### src/rtl/ustream_gen2_pkg.sv
// Shared types and helpers for the dual-channel unary stream generator.
// State encoding plus a width-generic bit-reversal used by channel A.
`ifndef USTREAM_GEN2_PKG_SV
`define USTREAM_GEN2_PKG_SV

package ustream_gen2_pkg;

   typedef enum logic {
      IDLE = 1'b0,
      RUN  = 1'b1
   } state_e;

   // Reverse the low w bits of v (w <= 32); upper result bits are zero.
   function automatic logic [31:0] bitrev(
      input logic [31:0] v,
      input int unsigned w
   );
      logic [31:0] r;
      r = {<<{v}};
      return r >> (32 - w);
   endfunction

endpackage

`endif

### src/rtl/ustream_gen2_if.sv
// Start/operand request and stream/status outputs of the generator.
// master drives operands and start, slave produces the streams.
interface ustream_gen2_if #(
   parameter int BITWIDTH = 8
);
   logic                iStart;
   logic [BITWIDTH-1:0] iDataA;
   logic [BITWIDTH-1:0] iDataB;
   logic                oA;
   logic                oB;
   logic                oValid;
   logic                oBusy;
   logic                oDone;

   modport master (
      output iStart, iDataA, iDataB,
      input  oA, oB, oValid, oBusy, oDone
   );

   modport slave (
      input  iStart, iDataA, iDataB,
      output oA, oB, oValid, oBusy, oDone
   );
endinterface

### src/rtl/ustream_gen2_ucmp_sng.sv
// Stochastic number generator slice: one stream bit from a sequence value
// compared against the operand, optionally inverted.
module ucmp_sng #(
   parameter int BITWIDTH = 8,
   parameter bit INV      = 1'b0
) (
   input  logic [BITWIDTH-1:0] seq_i,
   input  logic [BITWIDTH-1:0] data_i,
   output logic                bit_o
);

   assign bit_o = (seq_i < data_i) ^ INV;

endmodule

### src/rtl/ustream_gen2.sv
// Dual-channel unary bitstream generator: van der Corput sequence on A,
// ramp on B, each stream exactly 2^BITWIDTH bits long.
module ustream_gen2
   import ustream_gen2_pkg::*;
#(
   parameter int BITWIDTH = 8,
   parameter bit INVB     = 1'b0
) (
   input  logic           iClk,
   input  logic           iRst,
   ustream_gen2_if.slave  bus
);

   state_e              state_q, state_d;
   logic [BITWIDTH-1:0] cnt_q, cnt_d;
   logic [BITWIDTH-1:0] a_q, a_d;
   logic [BITWIDTH-1:0] b_q, b_d;
   logic                oa_q, oa_d;
   logic                ob_q, ob_d;
   logic                valid_q, valid_d;
   logic                busy_q, busy_d;
   logic                done_q, done_d;

   logic [BITWIDTH-1:0] seq_a;
   logic                cmp_a, cmp_b;
   logic                last;

   assign seq_a = BITWIDTH'(bitrev(32'(cnt_q), BITWIDTH));
   assign last  = (cnt_q == '1);

   ucmp_sng #(
      .BITWIDTH (BITWIDTH),
      .INV      (1'b0)
   ) u_sng_a (
      .seq_i  (seq_a),
      .data_i (a_q),
      .bit_o  (cmp_a)
   );

   ucmp_sng #(
      .BITWIDTH (BITWIDTH),
      .INV      (INVB)
   ) u_sng_b (
      .seq_i  (cnt_q),
      .data_i (b_q),
      .bit_o  (cmp_b)
   );

   always_ff @(posedge iClk or posedge iRst) begin
      if (iRst) begin
         state_q <= IDLE;
      end else begin
         state_q <= state_d;
      end
   end

   always_comb begin
      state_d = state_q;
      unique case (state_q)
         IDLE: if (bus.iStart) state_d = RUN;
         RUN:  if (last)       state_d = IDLE;
      endcase
   end

   always_comb begin
      cnt_d   = cnt_q;
      a_d     = a_q;
      b_d     = b_q;
      oa_d    = 1'b0;
      ob_d    = 1'b0;
      valid_d = 1'b0;
      busy_d  = busy_q;
      done_d  = 1'b0;
      unique case (state_q)
         IDLE: begin
            // valid_q high here means the previous edge emitted the last bit
            done_d = valid_q;
            if (bus.iStart) begin
               a_d    = bus.iDataA;
               b_d    = bus.iDataB;
               cnt_d  = '0;
               busy_d = 1'b1;
            end
         end
         RUN: begin
            oa_d    = cmp_a;
            ob_d    = cmp_b;
            valid_d = 1'b1;
            cnt_d   = cnt_q + BITWIDTH'(1);
            if (last) busy_d = 1'b0;
         end
      endcase
   end

   always_ff @(posedge iClk or posedge iRst) begin
      if (iRst) begin
         cnt_q   <= '0;
         a_q     <= '0;
         b_q     <= '0;
         oa_q    <= 1'b0;
         ob_q    <= 1'b0;
         valid_q <= 1'b0;
         busy_q  <= 1'b0;
         done_q  <= 1'b0;
      end else begin
         cnt_q   <= cnt_d;
         a_q     <= a_d;
         b_q     <= b_d;
         oa_q    <= oa_d;
         ob_q    <= ob_d;
         valid_q <= valid_d;
         busy_q  <= busy_d;
         done_q  <= done_d;
      end
   end

   assign bus.oA     = oa_q;
   assign bus.oB     = ob_q;
   assign bus.oValid = valid_q;
   assign bus.oBusy  = busy_q;
   assign bus.oDone  = done_q;

endmodule

### src/flat_wrapper.sv
// flat-port wrapper written by rule: the top's interface ports become plain ports
module ustream_gen2_flat import ustream_gen2_pkg::*;
#(
   parameter int BITWIDTH = 8,
   parameter bit INVB     = 1'b0
)
  (iClk, iRst, bus_iStart, bus_iDataA, bus_iDataB, bus_oA, bus_oB, bus_oValid, bus_oBusy, bus_oDone);
  ustream_gen2_if #(.BITWIDTH(BITWIDTH)) bus_i ();
  input  logic iClk;
  input  logic iRst;
  input wire logic [$bits(bus_i.iStart)-1:0] bus_iStart;
  input wire logic [$bits(bus_i.iDataA)-1:0] bus_iDataA;
  input wire logic [$bits(bus_i.iDataB)-1:0] bus_iDataB;
  output wire logic [$bits(bus_i.oA)-1:0] bus_oA;
  output wire logic [$bits(bus_i.oB)-1:0] bus_oB;
  output wire logic [$bits(bus_i.oValid)-1:0] bus_oValid;
  output wire logic [$bits(bus_i.oBusy)-1:0] bus_oBusy;
  output wire logic [$bits(bus_i.oDone)-1:0] bus_oDone;
  assign bus_i.iStart = bus_iStart;
  assign bus_i.iDataA = bus_iDataA;
  assign bus_i.iDataB = bus_iDataB;
  assign bus_oA = bus_i.oA;
  assign bus_oB = bus_i.oB;
  assign bus_oValid = bus_i.oValid;
  assign bus_oBusy = bus_i.oBusy;
  assign bus_oDone = bus_i.oDone;
  ustream_gen2 #(.BITWIDTH(BITWIDTH), .INVB(INVB)) u_core (.iClk(iClk), .iRst(iRst), .bus(bus_i));
endmodule
### config.mk
export PLATFORM = sky130hd
export DESIGN_NAME = ustream_gen2_flat
export DESIGN_NICKNAME = d
export VERILOG_FILES = /design/src/rtl/ustream_gen2_pkg.sv /design/src/rtl/ustream_gen2_if.sv /design/src/rtl/ustream_gen2_ucmp_sng.sv /design/src/rtl/ustream_gen2.sv /design/src/flat_wrapper.sv
export SDC_FILE = /design/constraint.sdc
export NUM_CORES = 1
export LEC_CHECK = 0
export CORE_MARGIN = 5
export CORE_UTILIZATION = 56
export CTS_BUF_LIST = sky130_fd_sc_hd__clkbuf_4
export DETAILED_ROUTE_END_ITERATION = 10
export GPL_ROUTABILITY_DRIVEN = 0
export GPL_TIMING_DRIVEN = 0
export HOLD_SLACK_MARGIN = 0.05
export PLACE_DENSITY = 0.85
export SLEW_MARGIN = 10
export SYNTH_ARGS = -nofsm -noshare
export SYNTH_HDL_FRONTEND = slang
export SYNTH_SLANG_ARGS = --single-unit
### constraint.sdc
create_clock -name iClk -period 1.95 [get_ports iClk]
set_input_delay 0.4875 -clock iClk [delete_from_list [all_inputs] [get_ports iClk]]
set_output_delay 0.4875 -clock iClk [all_outputs]
set_load 0.1 [all_outputs]
==> tab_implementation.tex <==
\begin{tabular}{lr}
\hline
Metric & Value \\
\hline
\multicolumn{2}{l}{\textbf{Status}} \\
Status & complete, no violations \\
\multicolumn{2}{l}{\textbf{Layout}} \\
Antenna Cells & 0 \\
Fraction of final layout cells with drive strength greater than 1 & between 20\% and 30\% \\
Highest-count cells in the layout ignoring fill and taps & 30 x sky130\_fd\_sc\_hd\_\_dfrtp\_1, 18 x sky130\_fd\_sc\_hd\_\_clkdlybuf4s50\_1, 15 x sky130\_fd\_sc\_hd\_\_ha\_1 \\
Layout area overhead & 19.72\% \\
Final instance area & a little under 2000 µm² \\
Final standard cell count with taps included and fillers excluded & about 210 \\
Most common cell after layout, fill and taps aside & sky130\_fd\_sc\_hd\_\_dfrtp\_1 \\
Number of nets in the finished design & between 200 and 250 \\
\multicolumn{2}{l}{\textbf{Die}} \\
Core Rows & 19 \\
Height of the chip & roughly 64 µm \\
Starting Density & 58.84\% \\
Die X & about 64 µm \\
Core Footprint & 2781 µm² \\
Area of the die & around 4100 µm² \\
Boundary Pins & 24 \\
\multicolumn{2}{l}{\textbf{Clocking}} \\
Clock insertion delay at the later pin of the skew report & approximately 0.34 ns \\
Clock-pin slew on the worst setup and hold paths & $\sim$0.090 ns \\
TritonCTS clock tree & built \\
Root Driver & sky130\_fd\_sc\_hd\_\_clkbuf\_4 \\
Total CTS buffers & 5 \\
Number of clock sinks seen by CTS & 30 \\
CTS H-Tree Depth & 2 \\
Clock Path Buffers & 2 \\
\multicolumn{2}{l}{\textbf{Placement}} \\
Detailed Place HPWL & $\sim$2400 µm \\
Placed Cells incl. Taps & about 200 \\
Worst setup timing slack at the placement stage & -0.007784 ns \\
\# port buffers & 23 \\
Post-DP Area & 1906 µm² \\
\multicolumn{2}{l}{\textbf{Global routing}} \\
Leftover overflow at the end of global routing & 0 \\
Number of global-route vias before repair & 1211 \\
First-pass GRT wire length & between 5000 and 6000 µm \\
Initial antenna violation count & 0 \\
Largest net degree at the start of global routing & 31 \\
Total global-route track usage & between 15 and 20\% \\
\multicolumn{2}{l}{\textbf{Worst setup path}} \\
Worst EP arrival & between 1 and 1.5 ns \\
Chain of cells forming the critical path & clkdlybuf4s15\_2 \\
Capturing element type of the critical path & primary output \\
Category of the critical setup timing path & register to primary output \\
Top cell family by delay on the critical path & buffers and inverters \\
Startpoint Class & register \\
Required time reported for the critical path endpoint & roughly 1.5 ns \\
CP max stage cell & sky130\_fd\_sc\_hd\_\_clkdlybuf4s15\_2 \\
Longest individual stage delay on the worst path & approximately 0.56 ns \\
Worst setup path start & u\_core.bus.oBusy \\
Critical Path Fanout Max & 2 \\
Critical register-to-register path startpoint & u\_core.cnt\_q[3] \\
Crit path buf inv count & 1 \\
\multicolumn{2}{l}{\textbf{STA}} \\
Unrepaired setup endpoints after global routing & no \\
Slew at the pin closest to its max-slew limit & 0.6292 ns \\
Post-route worst hold slack & $\sim$0.49 ns \\
Max-slew violation count & 0 \\
Max Clock Freq & 575.6 MHz \\
Final Hold Viols & 0 \\
Final worst slack & about 0.21 ns \\
Period minus WS final & 1.737 ns \\
Final number of setup-violating endpoints & 0 \\
Tcrit/Tclk final & between 80\% and 90\% \\
Setup skew after layout & $\sim$0.012 ns \\
Relative slew slack & about 58\% \\
\multicolumn{2}{l}{\textbf{Drt}} \\
DRC violation count after routing & 0 \\
Average routed wire per standard cell & approximately 15 µm \\
Vias per cell & between 5 and 6 \\
WL final & 3168 µm \\
Number of detailed-route iterations in the first pass & 4 \\
Vias & about 1.2k \\
Post-route ant nets & 0 \\
Initial detailed-routing violation count & 28 \\
\multicolumn{2}{l}{\textbf{Logic synthesis}} \\
Synthesis Warnings & 0 \\
Sequential-to-total area share from yosys stat & 45.87\% \\
Net count of the mapped netlist & roughly 180 \\
Average instance area after synthesis & 11.06 µm² \\
Number of cells produced by synthesis & 148 \\
Total of flip-flops plus latches after synthesis & 30 \\
Mapped Area & around 1600 µm² \\
Library cells used by synthesis & 28 \\
\multicolumn{2}{l}{\textbf{Min path}} \\
Source of the worst hold timing path & u\_core.b\_q[0] \\
Hold Path Class & register to register \\
\multicolumn{2}{l}{\textbf{Pwr}} \\
Internal Dissipation & 0.001325 W \\
Worst vdd ir & 1025 µV \\
Sequential power share & between 40\% and 50\% \\
Switching Share & between 40 and 50\% \\
Static power due to leakage & $\sim$0.9 nW \\
NetSw & 0.001034 W \\
Combinational Power Share & between 40 and 50\% \\
Clock share of power & between 10\% and 20\% \\
Power density relative to cell area & around 1200 nW/µm² \\
\multicolumn{2}{l}{\textbf{Job}} \\
Max-cap violation count & 0 \\
\hline
\end{tabular}
## per-stage QoR
step	util, %	setup TNS [ns]	power [W]
after floorplan	-	0	0.001740
after global placement	68.51	0	0.001969
after detailed placement	68.51	-0.007784	0.002034
after CTS	70.45	0	0.002372
after global routing	70.45	0	0.002533
final	70.45	0	0.002359
## synthesized netlist by cell type
library cell	number	area share (%)
sky130_fd_sc_hd__nand4_2	1	0.76
sky130_fd_sc_hd__o21ai_2	14	7.5
sky130_fd_sc_hd__o21ai_1	5	1.5
sky130_fd_sc_hd__a31oi_1	2	0.76
sky130_fd_sc_hd__a211oi_1	2	0.92
sky130_fd_sc_hd__nor2_1	2	0.46
sky130_fd_sc_hd__xnor2_1	1	0.54
sky130_fd_sc_hd__dfrtp_1	30	46
sky130_fd_sc_hd__nand3_1	3	0.92
sky130_fd_sc_hd__inv_1	15	3.4
sky130_fd_sc_hd__ha_1	15	11
sky130_fd_sc_hd__nor2b_1	1	0.38
sky130_fd_sc_hd__a221oi_2	2	1.8
sky130_fd_sc_hd__xor2_1	1	0.54
sky130_fd_sc_hd__nand2b_1	6	2.3
sky130_fd_sc_hd__nand3_2	1	0.61
sky130_fd_sc_hd__buf_6	4	2.8
sky130_fd_sc_hd__a21o_1	3	1.4
sky130_fd_sc_hd__o31ai_1	2	0.92
sky130_fd_sc_hd__nor2_4	1	0.69
sky130_fd_sc_hd__mux2i_1	2	1.2
sky130_fd_sc_hd__o211ai_1	4	1.8
sky130_fd_sc_hd__and2b_4	1	0.61
sky130_fd_sc_hd__nand2_2	14	5.4
sky130_fd_sc_hd__nor3b_1	3	1.4
sky130_fd_sc_hd__nand2_1	10	2.3
sky130_fd_sc_hd__o2111a_1	2	1.4
sky130_fd_sc_hd__nand4_1	1	0.38
## sequential cells by signal, summed over array words and instances (netlist names)
register / flops
u_core.state_q: 1
u_core.bus.oB: 1
u_core.bus.oBusy: 1
u_core.bus.oDone: 1
u_core.cnt_q: 8
u_core.bus.oA: 1
u_core.b_q: 8
u_core.a_q: 8
u_core.bus.oValid: 1
## timing repair
item                       4_1_cts  5_1_grt
hold buffers                     0        0
setup endpoints to repair        5        0
setup buffers                    0        0
gates resized for setup         15        0
## logic make-up after synthesis
kind of cell | share of synthesized area [%]
compound gates | 18.04
fa+ha+maj | 11.47
simple gates | 16.13
xor+xnor | 1.071
mux | 1.223
buf+inv | 6.192
flops | 45.87
## metal layers
| metal | global-route usage (%) | share of wire [%] | vias up |
|---|---|---|---|
| met5 | 0 | 0 | - |
| met4 | 6.494 | 2.2 | 0 |
| met3 | 6.830 | 6.7 | 9 |
| met2 | 29.40 | 49 | 36 |
| met1 | 21.21 | 42 | 583 |
| li1 | - | - | 575 |
## worst paths after layout
check                                     to  slack [ns]  cells past startpoint
hold reg to reg                u_core.b_q[0]        0.49                      2
setup / recovery                   bus_oBusy        0.21                      1
max in group asynchronous      u_core.a_q[6]        0.99                      2
hold / removal                 u_core.b_q[0]        0.49                      2
setup reg to reg               u_core.bus.oB        0.42                      4
min in group asynchronous  u_core.bus.oValid        0.54                      2
## final cells by class
class / count / area (µm²)
plain buffers: 4 / 45.04
clock buffers: 5 / 37.54
clock inverters: 2 / 10.01
fillers: 217 / 822.0
inverters: 15 / 56.30
multi-input cells: 99 / 784.5
flip-flops and latches: 30 / 750.7
well taps: 31 / 38.79
repair buffers: 23 / 236.5
## power by group through the flow
stage | registers, W | clock network, W | logic (W)
global placement | 0.000994 | 0 | 0.000976
detailed placement | 0.00101 | 0 | 0.00103
CTS | 0.000995 | 0.000354 | 0.00102
finish | 0.000995 | 0.000349 | 0.00101
floorplan | 0.00116 | 0 | 0.000581
global route | 0.00102 | 0.000387 | 0.00113
No activity file was read; power rests on OpenSTA's default activity.
